File: src/rtl/mu0_reg_mode_if.sv
// Operation/data bundle for the mode-controlled MU0 register.
// The master drives the operation; the register (slave) returns Q and its flags.
interface mu0_reg_mode_if #(
  parameter int WIDTH = 12
) ();
  logic             en;
  logic [2:0]       mode;
  logic [WIDTH-1:0] d;
  logic             ser_in;
  logic [WIDTH-1:0] q;
  logic             carry;
  logic             zero;

  modport master (output en, mode, d, ser_in, input q, carry, zero);
  modport slave  (input en, mode, d, ser_in, output q, carry, zero);
endinterface

File: src/rtl/mu0_reg_mode.sv
// Parametrised MU0 datapath register with load, inc/dec, shift, rotate and clear,
// a registered carry/borrow/shift-out flag and a combinational zero flag.
module mu0_reg_mode #(
  parameter int          WIDTH     = 12,
  parameter logic [31:0] RESET_VAL = 32'h0
) (
  input  logic           i_clk,
  input  logic           i_reset,
  mu0_reg_mode_if.slave  bus
);
  localparam logic [WIDTH-1:0] LP_RST = RESET_VAL[WIDTH-1:0];

  localparam logic [2:0] MODE_LOAD = 3'b001;
  localparam logic [2:0] MODE_INC  = 3'b010;
  localparam logic [2:0] MODE_DEC  = 3'b011;
  localparam logic [2:0] MODE_SHL  = 3'b100;
  localparam logic [2:0] MODE_SHR  = 3'b101;
  localparam logic [2:0] MODE_ROL  = 3'b110;
  localparam logic [2:0] MODE_CLR  = 3'b111;

  logic [WIDTH-1:0] r_q;
  logic             r_carry;
  logic [WIDTH:0]   w_inc;

  // Increment is done one bit wider so the top bit becomes the carry.
  assign w_inc = {1'b0, r_q} + {{WIDTH{1'b0}}, 1'b1};

  always_ff @(posedge i_clk) begin
    if (i_reset) begin
      r_q     <= LP_RST;
      r_carry <= 1'b0;
    end else if (bus.en) begin
      case (bus.mode)
        MODE_LOAD: begin
          r_q     <= bus.d;
          r_carry <= 1'b0;
        end
        MODE_INC: begin
          r_q     <= w_inc[WIDTH-1:0];
          r_carry <= w_inc[WIDTH];
        end
        MODE_DEC: begin
          r_q     <= r_q - {{(WIDTH-1){1'b0}}, 1'b1};
          r_carry <= (r_q == '0);
        end
        MODE_SHL: begin
          r_q     <= {r_q[WIDTH-2:0], bus.ser_in};
          r_carry <= r_q[WIDTH-1];
        end
        MODE_SHR: begin
          r_q     <= {bus.ser_in, r_q[WIDTH-1:1]};
          r_carry <= r_q[0];
        end
        MODE_ROL: begin
          r_q     <= {r_q[WIDTH-2:0], r_q[WIDTH-1]};
          r_carry <= r_q[WIDTH-1];
        end
        MODE_CLR: begin
          r_q     <= '0;
          r_carry <= 1'b0;
        end
        default: begin
          r_q     <= r_q;
          r_carry <= r_carry;
        end
      endcase
    end
  end

  assign bus.q     = r_q;
  assign bus.carry = r_carry;
  assign bus.zero  = (r_q == '0);
endmodule
File: src/flat_wrapper.sv
// flat-port wrapper written by rule: the top's interface ports become plain ports
module mu0_reg_mode_flat 
#(
  parameter int          WIDTH     = 12,
  parameter logic [31:0] RESET_VAL = 32'h0
)
  (i_clk, i_reset, bus_en, bus_mode, bus_d, bus_ser_in, bus_q, bus_carry, bus_zero);
  mu0_reg_mode_if #(.WIDTH(WIDTH)) bus_i ();
  input  logic i_clk;
  input  logic i_reset;
  input wire logic [$bits(bus_i.en)-1:0] bus_en;
  input wire logic [$bits(bus_i.mode)-1:0] bus_mode;
  input wire logic [$bits(bus_i.d)-1:0] bus_d;
  input wire logic [$bits(bus_i.ser_in)-1:0] bus_ser_in;
  output wire logic [$bits(bus_i.q)-1:0] bus_q;
  output wire logic [$bits(bus_i.carry)-1:0] bus_carry;
  output wire logic [$bits(bus_i.zero)-1:0] bus_zero;
  assign bus_i.en = bus_en;
  assign bus_i.mode = bus_mode;
  assign bus_i.d = bus_d;
  assign bus_i.ser_in = bus_ser_in;
  assign bus_q = bus_i.q;
  assign bus_carry = bus_i.carry;
  assign bus_zero = bus_i.zero;
  mu0_reg_mode #(.WIDTH(WIDTH), .RESET_VAL(RESET_VAL)) u_core (.i_clk(i_clk), .i_reset(i_reset), .bus(bus_i));
endmodule
File: config.mk
export PLATFORM = sky130hd
export DESIGN_NAME = mu0_reg_mode_flat
export DESIGN_NICKNAME = d
export VERILOG_FILES = /design/src/rtl/mu0_reg_mode_if.sv /design/src/rtl/mu0_reg_mode.sv /design/src/flat_wrapper.sv
export SDC_FILE = /design/constraint.sdc
export NUM_CORES = 1
export LEC_CHECK = 0
export CAP_MARGIN = 15
export CELL_PAD_IN_SITES_DETAIL_PLACEMENT = 1
export CELL_PAD_IN_SITES_GLOBAL_PLACEMENT = 2
export CORE_UTILIZATION = 31
export CTS_CLUSTER_DIAMETER = 60
export DETAILED_ROUTE_END_ITERATION = 8
export PLACE_DENSITY_LB_ADDON = 0.08
export SLEW_MARGIN = 5
export SYNTH_ARGS = -nofsm -noshare
export SYNTH_HDL_FRONTEND = slang
export SYNTH_SLANG_ARGS = --single-unit
File: constraint.sdc
create_clock -name i_clk -period 5.68 [get_ports i_clk]
set_input_delay 1.136 -clock i_clk [delete_from_list [all_inputs] [get_ports i_clk]]
set_output_delay 1.136 -clock i_clk [all_outputs]
set_load 0.005 [all_outputs]
# Word level (Yosys, flattened, before mapping)
# Cells that the tools add are included.
dict set report word_totals {
  register_bits 13
  out_inout_bits 14
}
dict set report classes {
  eq_ne 7
  mux 2
  add_sub_neg 2
  reduce_logical 7
}
# operator count
set ops {}
lappend ops {{$pmux W12 S7} 1}
lappend ops {{$add A12 B1 Y13 const B} 1}
lappend ops {{$eq A3 B3 Y1 const B} 4}
lappend ops {{$logic_not A12 Y1} 1}
lappend ops {{$sub A12 B1 Y12 const B} 1}
lappend ops {{$reduce_bool A7 Y1} 1}
lappend ops {{$eq A3 B2 Y1 const B} 2}
lappend ops {{$pmux W1 S5} 1}
lappend ops {{$reduce_bool A5 Y1} 1}
lappend ops {{$reduce_and A2 Y1} 2}
lappend ops {{$reduce_or A2 Y1} 2}
lappend ops {{$eq A3 B1 Y1 const B} 1}

# Depth between registers and ports, before layout
dict set report depth {
  depth_word 4
  mapped_depth 8
}

# Least setup slack after synthesis
# OpenSTA, ideal clock, no wires.
dict set report synth_timing {
  kind {input to register}
  from {input port bus_mode[2]}
  to {register u_core.r_q[8], in the netlist u_core.bus.q[8]}
  setup_slack_ns 3.250
  stages 7
  t_required_ns 5.563
  setup_ns 0.117
  t_arrival_ns 2.313
  cell_sequence {buf_4 > clkbuf_1 > clkbuf_1 > a21oi_1 > a21oi_1 > o31ai_1 > a22o_1}
}
dict set report synth_via {
  elab_chain_len 3
  elab_cells_between_ends 10
}
# element line
set synth_rtl {}
lappend synth_rtl {{start: declaration} flat_wrapper.sv:12} ;# input wire logic [$bits(bus_i.mode)-1:0] bus_mode;
lappend synth_rtl {{$eq A3 B1 Y1 (tied with other cells)} mu0_reg_mode.sv:33} ;# case (bus.mode)
lappend synth_rtl {{$reduce_bool A7 Y1 (no source line)} --}
lappend synth_rtl {{$reduce_and A2 Y1 (no source line)} --}
lappend synth_rtl {{end signal: assignment} mu0_reg_mode.sv:35} ;# r_q <= bus.d;
lappend synth_rtl {{end signal: assignment} mu0_reg_mode.sv:39} ;# r_q <= w_inc[WIDTH-1:0];
lappend synth_rtl {{end signal: assignment} mu0_reg_mode.sv:43} ;# r_q <= r_q - {{(WIDTH-1){1'b0}}, 1'b1};
lappend synth_rtl {{end: declaration} mu0_reg_mode.sv:21} ;# logic [WIDTH-1:0] r_q;
# Parallel ways exist; a longest one is shown, timed or not.
# A chain may end at the register's enable or synchronous reset.

# Final worst setup path
dict set report layout_timing {
  from {input port bus_mode[0]}
  to {register u_core.r_q[11], in the netlist u_core.bus.q[11]}
}
# The elaborated chain is that of the path after synthesis.

==> impl_metrics.py <==
metrics = {
    "route": {
        "vias": 1723,
        "drtIter0Drc": 89,
        "route.detailed.drc": 0,
        "wl_per_cell_um": 18.4,
        "drtAntennaViolNets": 0,
        "drt-total-wl_um": 5490,
        "firstDrtPassIters": 4,
        "vias_per_cell": 5.76,
    },
    "floorplan": {
        "design.core.area_sq_um": 4790,
        "start_util_pct": 32.7,
        "die_w_um": 73.1,
        "dieArea_sq_um": 5340,
        "dieHeight_um": 73.1,
        "io_pins": 33,
        "rows": 25,
    },
    "sta": {
        "tns_ns": 0,
        "setup-violations-final": 0,
        "max_freq_ghz": 0.295,
        "worst_pin_slew_ns": 0.915,
        "rsz0062_at_grt": "false",
        "fin_crit_ns": 3.39,
        "skew_ns": 0.00463,
        "finalHoldViolations": 0,
        "finalCritPeriodShare_pct": 59.6,
        "relSlewSlack_pct": 38.8,
        "slew_violations": 0,
    },
    "power": {
        "peakVddDrop_mv": 0.0779,
        "clkPwrFrac_pct": 27.4,
        "p_sw_uw": 124,
        "power.share.sequential_pct": 35.2,
        "intPower_uw": 208,
        "combPwrFrac_pct": 37.4,
        "total_leakage_power_uw": 0.000627,
        "p_sw_share_pct": 37.3,
        "powerDensity_nw_per_um2": 180,
    },
    "global_routing": {
        "grt.total_usage_pct": 21.8,
        "grt_max_degree": 29,
        "grt_pass1_vias": 1703,
        "grt.overflow.total": 0,
        "antenna_found_initial": 0,
        "grt_pass1_wl_um": 8830,
    },
    "finish": {
        "synthToLayoutAreaGrowth_pct": 17.6,
        "drive_above_1_share_pct": 6.90,
        "fillCellCount": 607,
        "n_antenna_cell": 0,
        "layout.nets": 255,
        "regArea_sq_um": 260,
        "multiInputGateArea_sq_um": 1090,
        "final_area_sq_um": 1840,
    },
    "setup_path": {
        "r2r.worst_path.cells": 7,
        "path_class": "in2reg",
        "arrival_ns": 3.53,
        "r2r_end": "u_core.bus.q[8]",
        "r2r_setup_slack_ns": 3.51,
        "start_kind": "primary input",
        "r2r_start": "u_core.bus.q[0]",
        "endpoint_kind": "flop",
        "cp_max_fo": 26,
        "worst_ep_required_time_ns": 5.83,
    },
    "clock_tree": {
        "cts_hold_buf": 0,
        "cts_setup_buffers": 0,
        "root_buffer": "clkbuf_8",
        "htree_levels": 1,
        "clkSinkCount": 13,
        "cts_buffers": 3,
        "insertion_delay_ns": 0.25,
        "post_cts_resized": 0,
        "cts_tree": "built",
        "clk_pin_slew_worst_paths_ns": 0.07,
        "clk_path_buf_depth": 2,
    },
    "logic_synthesis": {
        "synth_cell_types": 55,
        "synth_async_sr_flop_share_pct": 0,
        "synth_cells": 217,
        "ys_seq_area_share_pct": 16.6,
        "yosys-top-cells-area": "dfxtp_1, a21oi_1, buf_6, nor2_1, nand2_1",
        "synth-seq-cells": 13,
        "synth.most_common_cell": "a21oi_1",
        "yosys_warnings": 0,
        "synth_top_area_share_pct": 16.6,
        "yosys-top-cells-count": "a21oi_1, nor2_1, nand2_1, nor3_1, dfxtp_1",
        "yosysTopAreaCell": "dfxtp_1",
        "netlist_area_sq_um": 1570,
        "post_synth.cell_area_avg_sq_um": 7.22,
        "synth-edff-count": 0,
        "syn-num-nets": 239,
        "ys_dominant_reg_cell": "dfxtp_1",
    },
    "place": {
        "place_area_sq_um": 1800,
        "place_congestion": 0.910,
        "place_hpwl_um": 4020,
        "placement.io_buffers": 32,
    },
    "min_path": {
        "min_from": "u_core.bus.carry",
        "min_to": "u_core.bus.carry",
        "hold_depth": 1,
        "hp-class": "reg2reg",
    },
    "flow_run": {
        "maxCapViolations": 0,
    },
    "run_status": {
        "status": "completed",
    },
}
[final cells by class]
| cell class | instances | area share (%) |
|---|---|---|
| Tap cell | 67 | 4.55 |
| Multi-Input combinational cell | 175 | 59.2 |
| Inverter | 5 | 1.02 |
| Timing Repair Buffer | 35 | 18.6 |
| Clock buffer | 4 | 2.45 |
| Sequential cell | 13 | 14.1 |
[sequential cells by signal (all words and copies together) (netlist names)]
| signal | cells |
|---|---|
| u_core.bus.carry | 1 |
| u_core.bus.q | 12 |
[stage by stage]
| step | worst slack, ns | hold slack (ns) | util (%) | instances | power [uW] |
|---|---|---|---|---|---|
| after global routing | 2.16 | 0.504 | 38.5 | 299 | 353 |
| after CTS | 2.30 | 0.486 | 38.5 | 299 | 335 |
| after detailed placement | 2.03 | 0.470 | 37.5 | 295 | 243 |
| final | 2.29 | 0.481 | 38.5 | 299 | 332 |
| after global placement | 2.11 | 0.457 | 37.5 | 295 | 242 |
| after floorplan | 3.25 | 0.466 | - | 217 | 199 |
[placed cells by master (no fill, tap or decap), types with 4 or more instances in the layout]
master           instances
clkdlybuf4s50_1         32
a21oi_1                 25
nor3_1                  14
a211oi_1                 4
xor2_1                   4
o21ai_0                  8
nand2_1                 20
nand3_1                  5
inv_1                    5
nor2_1                  21
dfxtp_1                 13
nor4_1                   4
xnor2_1                  4
[power groups by stage]
stage          Sequential, uW  Combinational, uW  Clock [uW]
6_report                  117                124        90.9
5_1_grt                   119                136        98.1
4_1_cts                   117                124        94.3
3_5_place_dp              119                124           0
3_3_place_gp              119                123           0
2_1_floorplan             106               93.7           0
[worst max-delay path by stage]
stage           startpoint               end  depth (start not counted)
6_report       bus_mode[0]  u_core.bus.q[11]                          6
5_1_grt        bus_mode[0]  u_core.bus.q[11]                          6
4_1_cts        bus_mode[0]  u_core.bus.q[11]                          6
3_5_place_dp   bus_mode[0]  u_core.bus.q[11]                          6
3_3_place_gp   bus_mode[0]  u_core.bus.q[11]                          6
2_1_floorplan  bus_mode[2]   u_core.bus.q[8]                          7
[cell families (layout without fill, tap and decap cells)]
| group | count (synthesis) | in the layout | synth area share, % |
|---|---|---|---|
| AOI/OAI and AO/OA | 71 | 71 | 30.8 |
| xor gates and xnor gates | 8 | 8 | 4.47 |
| adders and majority gates | 3 | 3 | 2.40 |
| buffers and inverters | 29 | 44 | 13.7 |
| DFF | 13 | 13 | 16.6 |
| muxes | 2 | 2 | 1.28 |
| and+or+nand+nor | 91 | 91 | 30.7 |
[per-layer routing]
metal	wire [um]	up-vias	GRT usage, %
met1	2490	826	28.2
met3	319	10	3.31
met2	2580	61	35.8
li1	-	826	-
met5	0	-	0
met4	104	0	9.37
[worst max-delay path: stages]
cell and delay [ns]:
clkdlybuf4s50_1 1.07, nand3b_1 0.40, nor4_4 0.39, a21oi_1 0.10
or3_1 0.33, o311ai_1 0.10
(Power assumes the default switching activity.)
